--- config.mk ---
export PLATFORM = sky130hd
export DESIGN_NAME = uart_tx_arbiter_flat
export DESIGN_NICKNAME = d
export VERILOG_FILES = /design/src/rtl/uart_tx_arbiter_if.sv /design/src/rtl/uart_tx_arbiter.sv /design/src/flat_wrapper.sv
export SDC_FILE = /design/constraint.sdc
export NUM_CORES = 1
export LEC_CHECK = 0
export ABC_AREA = 0
export CAP_MARGIN = 40
export CORE_UTILIZATION = 31
export DETAILED_ROUTE_END_ITERATION = 7
export DONT_BUFFER_PORTS = 1
export HOLD_SLACK_MARGIN = 0.02
export SLEW_MARGIN = 10
export SYNTH_ARGS = -nofsm -noshare
export SYNTH_HDL_FRONTEND = slang
export SYNTH_SLANG_ARGS = --single-unit
--- constraint.sdc ---
create_clock -name clk_i -period 4.5 [get_ports clk_i]
set_input_delay 1.125 -clock clk_i [delete_from_list [all_inputs] [get_ports clk_i]]
set_output_delay 1.125 -clock clk_i [all_outputs]
set_load 0.05 [all_outputs]
--- src/rtl/uart_tx_arbiter_if.sv ---
// Requester/transmitter bundle for the UART TX arbiter.
// The slave modport is the arbiter's view; master is the requesters plus transmitter.
interface uart_tx_arbiter_if #(
    parameter int unsigned NUM_REQ = 4,
    parameter int unsigned IDX_W   = 2
);
    logic [NUM_REQ-1:0]   req_valid;
    logic [8*NUM_REQ-1:0] req_data;
    logic [NUM_REQ-1:0]   req_last;
    logic [NUM_REQ-1:0]   req_ready;
    logic [7:0]           tx_byte;
    logic                 start_send;
    logic                 done;
    logic [IDX_W-1:0]     grant_id;
    logic                 busy;
    logic                 locked;

    modport slave (
        input  req_valid, req_data, req_last, done,
        output req_ready, tx_byte, start_send, grant_id, busy, locked
    );

    modport master (
        output req_valid, req_data, req_last, done,
        input  req_ready, tx_byte, start_send, grant_id, busy, locked
    );
endinterface

--- src/rtl/uart_tx_arbiter.sv ---
// Round-robin arbiter feeding one UART transmitter; a multi-byte packet holds the
// channel (locked) until its last byte, and each byte waits for the stop-bit handshake.
module uart_tx_arbiter #(
    parameter int unsigned NUM_REQ = 4,
    parameter int unsigned IDX_W   = 2
) (
    input  logic              clk_i,
    input  logic              rst_ni,
    uart_tx_arbiter_if.slave  bus_io
);
    typedef enum logic [1:0] {StIdle, StSend, StWaitDone, StWaitIdle} state_e;

    state_e           state_q, state_d;
    logic [7:0]       tx_byte_q, tx_byte_d;
    logic [IDX_W-1:0] grant_q, grant_d;
    logic [IDX_W-1:0] last_grant_q, last_grant_d;
    logic             locked_q, locked_d;

    logic [IDX_W-1:0] winner;
    logic             win_valid;
    logic [IDX_W-1:0] cand_idx;
    int unsigned      cand;

    // Locked: only the owner may win. Otherwise search upward from last_grant+1.
    always_comb begin
        winner    = grant_q;
        win_valid = 1'b0;
        cand      = 0;
        cand_idx  = '0;
        if (locked_q) begin
            win_valid = bus_io.req_valid[grant_q];
        end else begin
            for (int unsigned k = 1; k <= NUM_REQ; k++) begin
                cand     = (32'(last_grant_q) + k) % NUM_REQ;
                cand_idx = IDX_W'(cand);
                if (!win_valid && bus_io.req_valid[cand_idx]) begin
                    win_valid = 1'b1;
                    winner    = cand_idx;
                end
            end
        end
    end

    always_comb begin
        state_d      = state_q;
        tx_byte_d    = tx_byte_q;
        grant_d      = grant_q;
        last_grant_d = last_grant_q;
        locked_d     = locked_q;
        unique case (state_q)
            StIdle: begin
                if (win_valid) begin
                    tx_byte_d    = bus_io.req_data[{winner, 3'b000} +: 8];
                    grant_d      = winner;
                    last_grant_d = winner;
                    locked_d     = ~bus_io.req_last[winner];
                    state_d      = StSend;
                end
            end
            StSend:     state_d = StWaitDone;
            StWaitDone: if (bus_io.done)  state_d = StWaitIdle;
            StWaitIdle: if (!bus_io.done) state_d = StIdle;
            default:    state_d = StIdle;
        endcase
    end

    always_ff @(posedge clk_i or negedge rst_ni) begin
        if (!rst_ni) begin
            state_q      <= StIdle;
            tx_byte_q    <= 8'h00;
            grant_q      <= '0;
            last_grant_q <= IDX_W'(NUM_REQ - 1);
            locked_q     <= 1'b0;
        end else begin
            state_q      <= state_d;
            tx_byte_q    <= tx_byte_d;
            grant_q      <= grant_d;
            last_grant_q <= last_grant_d;
            locked_q     <= locked_d;
        end
    end

    // Ready is gated by reset so nothing appears accepted while reset is held.
    assign bus_io.req_ready  = (rst_ni && state_q == StIdle && win_valid) ?
                               (NUM_REQ'(1) << winner) : '0;
    assign bus_io.tx_byte    = tx_byte_q;
    assign bus_io.start_send = (state_q == StSend);
    assign bus_io.grant_id   = grant_q;
    assign bus_io.busy       = (state_q != StIdle);
    assign bus_io.locked     = locked_q;
endmodule
--- src/flat_wrapper.sv ---
// flat-port wrapper written by rule: the top's interface ports become plain ports
module uart_tx_arbiter_flat 
#(
    parameter int unsigned NUM_REQ = 4,
    parameter int unsigned IDX_W   = 2
)
  (clk_i, rst_ni, bus_io_req_valid, bus_io_req_data, bus_io_req_last, bus_io_done, bus_io_req_ready, bus_io_tx_byte, bus_io_start_send, bus_io_grant_id, bus_io_busy, bus_io_locked);
  uart_tx_arbiter_if #(.NUM_REQ(NUM_REQ), .IDX_W(IDX_W)) bus_io_i ();
  input  logic clk_i;
  input  logic rst_ni;
  input wire logic [$bits(bus_io_i.req_valid)-1:0] bus_io_req_valid;
  input wire logic [$bits(bus_io_i.req_data)-1:0] bus_io_req_data;
  input wire logic [$bits(bus_io_i.req_last)-1:0] bus_io_req_last;
  input wire logic [$bits(bus_io_i.done)-1:0] bus_io_done;
  output wire logic [$bits(bus_io_i.req_ready)-1:0] bus_io_req_ready;
  output wire logic [$bits(bus_io_i.tx_byte)-1:0] bus_io_tx_byte;
  output wire logic [$bits(bus_io_i.start_send)-1:0] bus_io_start_send;
  output wire logic [$bits(bus_io_i.grant_id)-1:0] bus_io_grant_id;
  output wire logic [$bits(bus_io_i.busy)-1:0] bus_io_busy;
  output wire logic [$bits(bus_io_i.locked)-1:0] bus_io_locked;
  assign bus_io_i.req_valid = bus_io_req_valid;
  assign bus_io_i.req_data = bus_io_req_data;
  assign bus_io_i.req_last = bus_io_req_last;
  assign bus_io_i.done = bus_io_done;
  assign bus_io_req_ready = bus_io_i.req_ready;
  assign bus_io_tx_byte = bus_io_i.tx_byte;
  assign bus_io_start_send = bus_io_i.start_send;
  assign bus_io_grant_id = bus_io_i.grant_id;
  assign bus_io_busy = bus_io_i.busy;
  assign bus_io_locked = bus_io_i.locked;
  uart_tx_arbiter #(.NUM_REQ(NUM_REQ), .IDX_W(IDX_W)) u_core (.clk_i(clk_i), .rst_ni(rst_ni), .bus_io(bus_io_i));
endmodule
# After elaboration in Yosys (flattened, before gate mapping)
# Cells that the tools add are included.
[word_totals]
register_bits = 15
inputBits = 43
output_inout_bits = 17
word_cells = 66
[op_classes]
n_addsub = 4
n_lt_le_gt_ge = 6
eq_ne = 6
n_shift = 2
mux = 30
n_bitwise = 1
reduce_logical = 12
[op_table]
columns = ["cell", "count"]
rows = [
  ["32-bit by 6-bit indexed part select with 8-bit output", 1],
  ["2-bit by 3-bit < comparator with 1-bit output, second input constant", 6],
  ["2-bit 2-to-1 mux", 8],
  ["1-bit 2-to-1 mux", 14],
  ["1-bit binary-select mux with 2-bit select", 6],
  ["2-bit case mux with 4 select lines", 1],
  ["1-bit logical AND", 5],
  ["2-bit by 1-bit adder with 2-bit output, second input constant", 2],
  ["2-bit adder, second input constant", 2],
  ["2-bit equality test, second input constant", 2],
  ["4-bit 2-to-1 mux", 1],
  ["2-bit != test, second input constant", 2],
  ["1-bit by 2-bit << shifter with 4-bit output, first input constant", 1],
  ["1-bit logical NOT", 3],
  ["3-bit AND reduction", 1],
  ["2-bit by 1-bit equality test with 1-bit output, second input constant", 1],
  ["2-bit logical NOT", 1],
  ["2-bit by 1-bit != test with 1-bit output, second input constant", 1],
  ["2-bit AND reduction", 1],
  ["2-bit nonzero test", 1],
  ["1-bit NOT", 1],
]

# Longest topological paths before layout
[depth]
word_depth = 20
ltp_mapped = 11
depth_no_buf = 7

# Worst setup path after synthesis
# Ideal clock, no wire load.
[synth_timing]
kind = "input to output"
start = "input port bus_io_req_valid[3]"
end = "output port bus_io_req_ready[0]"
arrival_time_ns = 3.272
required_time_ns = 3.375
setup_slack_ns = 0.103
stages = 9
n_path_buf = 3
path_cell_list = "buf_2 or3b_1 a2111o_1 nand3_2 nand2_2 o221ai_2 buf_6 buf_8 nor2b_1"
[synth_via]
elab_chain_len = 18
[synth_rtl]
columns = ["item", "line_no", "text"]
rows = [
  ["from (decl)", "flat_wrapper.sv:11", "input wire logic [$bits(bus_io_i.req_valid)-1:0] bus_io_req_valid;"],
  ["1-bit binary-select mux with 2-bit select", "uart_tx_arbiter.sv:36", "if (!win_valid && bus_io.req_valid[cand_idx]) begin"],
  ["1-bit 2-to-1 mux (implied by the code)", "uart_tx_arbiter.sv:36", ""],
  ["1-bit 2-to-1 mux", "uart_tx_arbiter.sv:36", ""],
  ["1-bit 2-to-1 mux", "uart_tx_arbiter.sv:30", "if (locked_q) begin"],
  ["1-bit logical NOT", "uart_tx_arbiter.sv:36", ""],
  ["1-bit logical AND", "uart_tx_arbiter.sv:36", ""],
  ["1-bit 2-to-1 mux", "uart_tx_arbiter.sv:36", ""],
  ["1-bit 2-to-1 mux", "uart_tx_arbiter.sv:30", ""],
  ["[... 2 more ...]", "--", ""],
  ["1-bit 2-to-1 mux", "uart_tx_arbiter.sv:36", ""],
  ["1-bit 2-to-1 mux", "uart_tx_arbiter.sv:30", ""],
  ["1-bit logical NOT", "uart_tx_arbiter.sv:36", ""],
  ["1-bit logical AND", "uart_tx_arbiter.sv:36", ""],
  ["2-bit 2-to-1 mux / 1-bit 2-to-1 mux (equally long branches)", "uart_tx_arbiter.sv:36", ""],
  ["2-bit 2-to-1 mux / 1-bit 2-to-1 mux (equally long branches)", "uart_tx_arbiter.sv:30", ""],
  ["1-bit by 2-bit << shifter with 4-bit output / 1-bit logical AND (equally long branches)", "uart_tx_arbiter.sv:85, uart_tx_arbiter.sv:84", ""],
  ["4-bit 2-to-1 mux *", "uart_tx_arbiter.sv:84", "assign bus_io.req_ready = (rst_ni && state_q == StIdle && win_valid) ?"],
  ["to (decl)", "flat_wrapper.sv:15", "output wire logic [$bits(bus_io_i.req_ready)-1:0] bus_io_req_ready;"],
]
# Mark *: on every way between the ends. The rest lies on a longest branch, timed or not. The select of a mux whose other input is x is not followed.

# Worst setup path in the final report
[layout_timing]
start = "input port bus_io_req_valid[2]"
end = "output port bus_io_req_ready[0]"
# The elaborated chain is that of the path after synthesis.

==> flow_summary.ini <==
[yosys]
yosys-top-cells-count = mux2i_1, dfrtp_1, nand2_1, nor2_1
syn_inst = 166
synth-adder-area-share = 0.0559
yosysTopAreaCell = dfrtp_1
yosys.area_share.xor_xnor = 0
netlist_area_um2 = 1480
synth_top_area_frac = 0.220
async_flop_share = 1.00
synth-compound-area-share = 0.239
synth_cell_type_count = 55
synth_simple_gate_area_frac = 0.195
yosysWarnings = 0
avgSynthCellArea_um2 = 8.89
synth_top_family_by_area = compound AO/OA/AOI/OAI gates
synth_flop_cell = dfrtp_1
synth_edf_count = 0
synth-seq-cells = 15
synth.net_count = 214
ys_top_cells_by_area = dfrtp_1, mux2i_1, ha_1
ys_seq_area_frac = 0.256
synth_most_common_cell = mux2i_1
muxShareOfSynthArea = 0.171

[global_routing]
grt_pass1_wl_mm = 6.00
grt_pass1_vias = 1227
track_usage = 0.151
grt.overflow.total = 0
antenna_found_initial = 0
grt_max_degree = 20

[routing]
viasPerCell = 5.81
wl_met2_mm = 1.59
drtPass1Iterations = 8
drt_first_iter_violations = 90
top_layer_used = met4
drc_errors = 2
wirelength_mm = 3.58
wl_per_cell_um = 16.7
vias = 1249
ant_nets = 0
wl_met3_um = 290
wl_met1_mm = 1.68

[clock_tree]
cts_hold_buf = 0
clk_latency_ps = 250
cts_buffers = 3
postCtsResizedCells = 0
clock_path_buffers = 2
cts_sinks = 15
htree_levels = 1
clk_pin_slew_worst_paths_ps = 70
root_buffer = clkbuf_8
cts_tree = yes
post_cts.repair.setup_buffers = 0

[power]
ir_drop_v = 0.000363
total_leakage_power_uw = 0.000650
p_per_area_nw_per_um2 = 850

[sta]
report.final.hold_viol_count = 0
max_freq_ghz = 0.259
whs_ps = 567
period_needed_ps = 3870
setup_tns_ps = 0
slew_viol_final = 0
setup_viol = 0
slew_headroom = 0.587
post-route-period-util = 0.859
rsz0062_at_grt = no
finClkSkew_ps = 5.70
tightest_slew_ps = 620

[cells_and_area]
fin_cells = 215
antennaDiodeCount = 0
drive_above_1_share = 0.160
area_growth_pct = 5.08
nets = 212

[worst_setup_path]
critical_path_class = input port to output port
slowest_stage = o221ai_2
cp-end-kind = output port
startpoint_type = input port
setup.worst_path.start = bus_io_req_valid[2]
rr_startpoint = u_core.bus_io.grant_id[1]$_DFFE_PN0P_
crit_fanout = 12
crit_path_max_incr_delay_ps = 330
cp.arrival_ps = 2740
worstPathRequired_ps = 3380
cp_cell_sequence = or2_1, mux2_2, o31ai_2, o22ai_2, o221ai_2, nor2b_1, buf_4

[placement]
dpl.cell_count = 211
io_buffers = 0
gp_congestion = 0.788
dp_hpwl_mm = 2.80

[flow_run]
max_cap_viol_count = 0

[floorplanning]
core-area_um2 = 4470
ios = 60
die_area_um2 = 5040
die_h_um = 71.0
chipWidth_um = 71.0
rows = 24
initial_core_util = 0.330

[hold_path]
hold_path_class = input port to asynchronous set/reset pin

[run_status]
status = finished, violations left
violations = design-rule violations
## layout make-up
cell class | instances | area, um^2
flip-flops and latches | 15 | 378
well taps | 52 | 65.1
multi-input cells | 128 | 976
fillers | 461 | 2920
clock inverters | 1 | 5.00
inverters | 9 | 33.8
clock buffers | 3 | 41.3
repair buffers | 7 | 52.6
## per-stage QoR
| stage | utilization | instance area, um^2 | power (uW) | setup slack [ps] |
|---|---|---|---|---|
| after floorplan | - | 1480 | 1110 | 103 |
| after global placement | 0.336 | 1510 | 1210 | 626 |
| after detailed placement | 0.336 | 1510 | 1220 | 613 |
| after CTS | 0.347 | 1550 | 1330 | 613 |
| after global routing | 0.347 | 1550 | 1430 | 487 |
| final | 0.347 | 1550 | 1320 | 634 |
## per-layer routing
metal	vias to the layer above	track usage
met3	2	0.0370
met2	54	0.235
met4	0	0.0422
met1	580	0.208
met5	-	0
li1	613	-
## sequential cells by signal (all words and copies together) (netlist names)
register,cells
u_core.last_grant_q,2
u_core.bus_io.grant_id,2
u_core.state_q,2
u_core.bus_io.tx_byte,8
u_core.bus_io.locked,1
## power by group
group	internal [uW]	switching, uW
sequential	213	228
clock	61.2	47.7
combinational	309	461
## cells by family (layout without fill, tap and decap cells)
logic type | Yosys count | after routing
fa+ha+maj | 7 | 7
compound gates | 45 | 45
flops | 15 | 15
simple gates | 53 | 53
mux | 23 | 23
buf+inv | 23 | 20
## worst paths after layout
path / to / slack [ps] / depth (start not counted)
setup / recovery: bus_io_req_ready[0] / 630 / 7
setup reg to reg: u_core.bus_io.locked$_DFFE_PN0P_ / 1440 / 6
hold reg to reg: u_core.last_grant_q[1]$_DFFE_PN1P_ / 620 / 2
max in group asynchronous: u_core.last_grant_q[1]$_DFFE_PN1P_ / 3760 / 0
hold / removal: u_core.bus_io.tx_byte[4]$_DFFE_PN0P_ / 570 / 0
min in group clk_i: u_core.last_grant_q[1]$_DFFE_PN1P_ / 620 / 2
## critical path: cells and delay by family
kind | cells | cell delay [ps]
AOI/OAI and AO/OA | 3 | 700
and+or+nand+nor | 2 | 430
muxes | 1 | 280
buffers and inverters | 1 | 200
## cell usage in the layout, fill, tap and decap left out, types with 3 or more instances in the layout
| master | n |
|---|---|
| buf_4 | 7 |
| or4_1 | 3 |
| nand2_1 | 13 |
| o21ai_0 | 6 |
| mux2_2 | 5 |
| nor2b_1 | 4 |
| clkbuf_8 | 3 |
| o21ai_1 | 5 |
| ha_1 | 5 |
| nor2_1 | 13 |
| inv_1 | 7 |
| a221oi_1 | 4 |
| nand2b_1 | 3 |
| nand3_1 | 3 |
| o221ai_1 | 7 |
| mux2i_1 | 17 |
| nand3b_1 | 3 |
| dfrtp_1 | 13 |
Power figures use the tool's default switching activity.
